### src/rtl/picomem_pkg.sv
// Shared PicoMem bus constants and mux FSM encoding.
package picomem_pkg;

  localparam int unsigned PICOMEM_MAX_SLAVES = 8;
  localparam int unsigned ADDR_W = 32;
  localparam int unsigned DATA_W = 32;
  localparam int unsigned STRB_W = 4;

  localparam logic [DATA_W-1:0] PICOMEM_ERR_RDATA = 32'hDEAD_BEEF;

  typedef enum logic [1:0] {
    StIdle,
    StActive,
    StErr
  } mux_state_e;

endpackage

### src/rtl/picomem_addr_decode.sv
// Combinational base/mask address decode; lowest matching index wins.
module picomem_addr_decode
  import picomem_pkg::*;
#(
  parameter int unsigned                  NUM_SLAVES = 4,
  parameter logic [ADDR_W*NUM_SLAVES-1:0] ADDR_BASE  = {NUM_SLAVES{32'h0}},
  parameter logic [ADDR_W*NUM_SLAVES-1:0] ADDR_MASK  = {NUM_SLAVES{32'hC000_0000}}
) (
  input  logic [ADDR_W-1:0]     addr_i,
  output logic [NUM_SLAVES-1:0] sel_o,
  output logic                  hit_o
);

  always_comb begin
    sel_o = '0;
    hit_o = 1'b0;
    for (int i = 0; i < NUM_SLAVES; i++) begin
      if (!hit_o && ((addr_i & ADDR_MASK[ADDR_W*i +: ADDR_W]) ==
                     (ADDR_BASE[ADDR_W*i +: ADDR_W] & ADDR_MASK[ADDR_W*i +: ADDR_W]))) begin
        sel_o[i] = 1'b1;
        hit_o    = 1'b1;
      end
    end
  end

endmodule

### src/rtl/picomem_mux_1_n.sv
// 1-master to N-slave PicoMem interconnect with unmapped/timeout error termination.
// Optional PICOMEM_MUX_ERR_CAPTURE_EN adds err_addr/err_count capture outputs.
module picomem_mux_1_n
  import picomem_pkg::*;
#(
  parameter int unsigned                  NUM_SLAVES     = 4,
  parameter logic [ADDR_W*NUM_SLAVES-1:0] ADDR_BASE      = {NUM_SLAVES{32'h0}},
  parameter logic [ADDR_W*NUM_SLAVES-1:0] ADDR_MASK      = {NUM_SLAVES{32'hC000_0000}},
  parameter int unsigned                  TIMEOUT_CYCLES = 255,
  parameter logic [DATA_W-1:0]            ERR_RDATA      = PICOMEM_ERR_RDATA
) (
  input  logic                         clk,
  input  logic                         reset,
  input  logic                         picom_valid,
  output logic                         picom_ready,
  input  logic [ADDR_W-1:0]            picom_addr,
  input  logic [DATA_W-1:0]            picom_wdata,
  input  logic [STRB_W-1:0]            picom_wstrb,
  output logic [DATA_W-1:0]            picom_rdata,
  output logic [NUM_SLAVES-1:0]        picos_valid,
  input  logic [NUM_SLAVES-1:0]        picos_ready,
  output logic [ADDR_W-1:0]            picos_addr,
  output logic [DATA_W-1:0]            picos_wdata,
  output logic [STRB_W-1:0]            picos_wstrb,
  input  logic [DATA_W*NUM_SLAVES-1:0] picos_rdata,
  output logic                         bus_err
`ifdef PICOMEM_MUX_ERR_CAPTURE_EN
  ,
  output logic [ADDR_W-1:0]            err_addr,
  output logic [7:0]                   err_count
`endif
);

  localparam logic [15:0] TimeoutLast = 16'(TIMEOUT_CYCLES - 1);

  mux_state_e              state_q, state_d;
  logic [NUM_SLAVES-1:0]   sel_q, sel_d;
  logic [ADDR_W-1:0]       addr_q, addr_d;
  logic [DATA_W-1:0]       wdata_q, wdata_d;
  logic [STRB_W-1:0]       wstrb_q, wstrb_d;
  logic [15:0]             cnt_q, cnt_d;
  logic                    err_arm_q, err_arm_d;

  logic [NUM_SLAVES-1:0]   dec_sel;
  logic                    dec_hit;
  logic                    sel_ready;
  logic                    timeout;
  logic [DATA_W-1:0]       sel_rdata;

  picomem_addr_decode #(
    .NUM_SLAVES(NUM_SLAVES),
    .ADDR_BASE (ADDR_BASE),
    .ADDR_MASK (ADDR_MASK)
  ) u_decode (
    .addr_i(picom_addr),
    .sel_o (dec_sel),
    .hit_o (dec_hit)
  );

  assign sel_ready   = |(picos_ready & sel_q);
  assign timeout     = (cnt_q == TimeoutLast);
  assign picos_addr  = addr_q;
  assign picos_wdata = wdata_q;
  assign picos_wstrb = wstrb_q;

  // sel_q is one-hot (or zero), so an AND-OR mux is sufficient.
  always_comb begin
    sel_rdata = '0;
    for (int i = 0; i < NUM_SLAVES; i++) begin
      sel_rdata = sel_rdata | (picos_rdata[DATA_W*i +: DATA_W] & {DATA_W{sel_q[i]}});
    end
  end

  always_comb begin
    state_d     = state_q;
    sel_d       = sel_q;
    addr_d      = addr_q;
    wdata_d     = wdata_q;
    wstrb_d     = wstrb_q;
    cnt_d       = cnt_q;
    err_arm_d   = 1'b0;
    picos_valid = '0;
    picom_ready = 1'b0;
    picom_rdata = '0;
    bus_err     = 1'b0;
    unique case (state_q)
      StIdle: begin
        if (picom_valid) begin
          addr_d  = picom_addr;
          wdata_d = picom_wdata;
          wstrb_d = picom_wstrb;
          sel_d   = dec_sel;
          cnt_d   = '0;
          if (dec_hit) begin
            state_d = StActive;
          end else begin
            state_d   = StErr;
            err_arm_d = 1'b1;
          end
        end
      end
      StActive: begin
        if (sel_ready) begin
          picos_valid = sel_q;
          picom_ready = 1'b1;
          picom_rdata = sel_rdata;
          state_d     = StIdle;
        end else if (timeout) begin
          picom_ready = 1'b1;
          picom_rdata = ERR_RDATA;
          bus_err     = 1'b1;
          state_d     = StIdle;
        end else begin
          picos_valid = sel_q;
          cnt_d       = cnt_q + 16'd1;
        end
      end
      StErr: begin
        // One quiet cycle first so the error response lands 2 cycles after valid.
        if (!err_arm_q) begin
          picom_ready = 1'b1;
          picom_rdata = ERR_RDATA;
          bus_err     = 1'b1;
          state_d     = StIdle;
        end
      end
      default: state_d = StIdle;
    endcase
  end

  always_ff @(posedge clk) begin
    if (reset) begin
      state_q   <= StIdle;
      sel_q     <= '0;
      addr_q    <= '0;
      wdata_q   <= '0;
      wstrb_q   <= '0;
      cnt_q     <= '0;
      err_arm_q <= 1'b0;
    end else begin
      state_q   <= state_d;
      sel_q     <= sel_d;
      addr_q    <= addr_d;
      wdata_q   <= wdata_d;
      wstrb_q   <= wstrb_d;
      cnt_q     <= cnt_d;
      err_arm_q <= err_arm_d;
    end
  end

`ifdef PICOMEM_MUX_ERR_CAPTURE_EN
  logic [ADDR_W-1:0] err_addr_q;
  logic [7:0]        err_count_q;

  always_ff @(posedge clk) begin
    if (reset) begin
      err_addr_q  <= '0;
      err_count_q <= '0;
    end else if (bus_err) begin
      err_addr_q <= addr_q;
      if (err_count_q != 8'hFF) begin
        err_count_q <= err_count_q + 8'd1;
      end
    end
  end

  assign err_addr  = err_addr_q;
  assign err_count = err_count_q;
`endif

endmodule

### config.mk
export PLATFORM = sky130hd
export DESIGN_NAME = picomem_mux_1_n
export DESIGN_NICKNAME = d
export VERILOG_FILES = /design/src/rtl/picomem_pkg.sv /design/src/rtl/picomem_addr_decode.sv /design/src/rtl/picomem_mux_1_n.sv
export SDC_FILE = /design/constraint.sdc
export NUM_CORES = 1
export LEC_CHECK = 0
export ABC_CLOCK_PERIOD_IN_PS = 1900
export BUFFER_PORTS_ARGS = -buffer_cell sky130_fd_sc_hd__clkbuf_2
export CORE_AREA = 2 2 121 123
export DETAILED_ROUTE_END_ITERATION = 7
export DIE_AREA = 0 0 123 125
export GPL_ROUTABILITY_DRIVEN = 0
export PLACE_DENSITY_LB_ADDON = 0.2
export SYNTH_ARGS = -nofsm -noshare
export SYNTH_HDL_FRONTEND = slang
export SYNTH_HIERARCHICAL = 1
export SYNTH_SLANG_ARGS = --single-unit
### constraint.sdc
create_clock -name clk -period 1.9 [get_ports clk]
set_clock_uncertainty 0.15 [all_clocks]
set_input_delay 0.095 -clock clk [delete_from_list [all_inputs] [get_ports clk]]
set_output_delay 0.095 -clock clk [all_outputs]
set_load 0.005 [all_outputs]
==> reports/metrics.csv <==
metric;value;unit
ir_drop;0.394;mV
fmax;459;MHz
cts_buffers;9;
yosys.area.top_type;dfxtp_1;
postLayoutCellArea;7830;um^2
ant_nets;0;
vias_per_cell;5.01;
place_hpwl;12.4;mm
maxSlewViolCount;0;
startpoint_type;register;
synth_top_area_share;41.4;%
drc;0;
outcome;finished, violations left;
die_width;123;um
setup_viol;33;
area_growth;77.8;%
track_usage;21.5;%
setup_ws;-0.277;ns
fin_nets;1181;
synth_warnings;6;
grt_pass1_vias;5555;
rows;44;
leakage;3.52;nW
pre_cts_ws;-0.0440;ns
io_buffers;308;
clock_latency;0.33;ns
p_per_area;706;nW/um^2
required;1.65;ns
r2r_cells;8;
setup.worst_path.end_class;output port;
grt_pass1_wl;26.7;mm
path_clk_slew;0.07;ns
synth-seq-cells;91;
seq_area_frac_synth;41.4;%
synth_edf_count;0;
cts-root-buf;clkbuf_16;
worstPathMaxFanout;13;
drtIter0Drc;199;
hold_violations;0;
grt-ovfl-total;0;
cap_violations;0;
drive_gt1_share;44.4;%
fp.dieH;125;um
core;14200;um^2
finalCritPeriodShare;115;%
r2r-end;cnt_q[14];
min_path_cells;5;
hold_start;picom_valid;
critPathKind;register to output port;
fin_crit;2.18;ns
dieArea;15400;um^2
clock_path_buffers;2;
synth.distinct_cells;44;
mappedNetlistArea;4400;um^2
hold_end;cnt_q[9];
synthTopCellsByArea;dfxtp_1 (41%), nand2_1 (13%), a21oi_1 (11%);
ys.flop_type;dfxtp_1;
final_core_util;55.1;%
vias;5828;
ioPinCount;309;
synth_commonest_cells;nand2_1 (157), a21oi_1 (99), dfxtp_1 (91);
cts_num_sinks;91;
rsz0062_at_grt;yes;
place_area;6410;um^2
arrival;1.93;ns
antenna_found_initial;1;
h-tree-depth;3;
drt-wirelength-per-cell;15.3;um
violations;negative setup slack;
yosysMostFrequentCell;nand2_1;
grt_max_degree;74;
r2r-start;cnt_q[0];
post_synth_inst_count;584;
r2r_slack;-0.16;ns
ys_async_sr_fraction;0;%
initial_core_util;31.0;%
avgSynthCellArea;7.54;um^2
finalWirelength;17.8;mm
cts_tree;done;
drt_pass1_iterations;4;
holdCritPathClass;primary input to register;
flip-flops by register name (all words and copies together), names as in the netlist:
| signal | flops |
|---|---|
| picos_addr | 32 |
| picos_wdata | 32 |
| cnt_q | 16 |
| picos_wstrb | 4 |
| sel_q | 4 |
| state_q | 2 |
| err_arm_q | 1 |
layer usage:
metal / GRT usage (%) / routed length [um]
met1: 22.7 / 6660
met2: 40.2 / 9270
met3: 5.29 / 1340
met4: 8.42 / 557
met5: 0 / 0
through the flow:
stage               total power, mW  cells  hold WS, ns  setup TNS, ns
floorplan                      2.75    586       0.0810        -0.0632
global placement               3.36   1070        0.170        -0.0407
detailed placement             3.37   1070        0.174         -0.155
CTS                            5.46   1158        0.263          -7.58
global route                   5.81   1163        0.266         -11.17
finish                         5.52   1163        0.250          -7.12
layout make-up:
| class | instances | area [um^2] |
|---|---|---|
| multi-input combinational | 435 | 2660 |
| inverter | 9 | 33.8 |
| tap | 184 | 230 |
| antenna | 1 | 2.50 |
| fill | 1318 | 6370 |
| clock inverter | 6 | 96.3 |
| timing repair buffer | 427 | 2750 |
| sequential | 91 | 1830 |
| clock buffer | 10 | 229 |
worst max-delay path by stage:
stage	from	end	slack, ns
after floorplan	cnt_q[0]	cnt_q[14]	-0.02
after global placement	cnt_q[0]	cnt_q[9]	-0.02
after detailed placement	cnt_q[0]	cnt_q[12]	-0.04
after CTS	cnt_q[0]	bus_err	-0.28
after global routing	cnt_q[5]	picom_rdata[26]	-0.38
final	sel_q[0]	picom_rdata[15]	-0.28
logic make-up (layout without fill, tap and decap cells):
group	Yosys count	in the layout	share of synthesized area, %
compound gates	213	213	29.9
other cells	1	4	0.0852
flops	91	91	41.4
buf+inv	60	452	5.68
simple gates	213	213	21.4
fa+ha+maj	5	5	1.42
xor+xnor	1	1	0.199
power by group:
part | internal, mW | switching, mW | leakage [nW]
sequential | 2.04 | 0.0707 | 0.748
clock | 1.17 | 0.773 | 0.155
combinational | 0.719 | 0.749 | 2.62
total | 3.93 | 1.59 | 3.52
critical path, stage by stage, from the launching register on:
cell and delay (ns):
dfxtp_1 0.34, a22o_2 0.31, o21ai_4 0.21, nand2_1 0.12
o21ai_4 0.25, buf_12 0.19, a31oi_1 0.05, buf_2 0.14
placed cells by master (no fill, tap or decap), types with 6 or more instances in the layout:
cell type,n
buf_6,7
nand2_1,155
buf_4,34
a21oi_1,88
dfxtp_1,86
nand3_1,6
buf_2,14
nand4_1,6
buf_12,7
clkbuf_2,294
clkbuf_16,10
nor2_1,8
a31oi_1,16
dlygate4sd3_1,69
a21oi_2,10
a22oi_1,64
what timing repair did:
item,4_1_cts,5_1_grt
pin swaps,8,16
hold endpoints to repair,74,0
setup endpoints to repair,43,56
hold buffers,69,0
resized for setup,17,63
gates cloned,0,2
buffers inserted,3,2
Power figures use the tool's default switching activity.
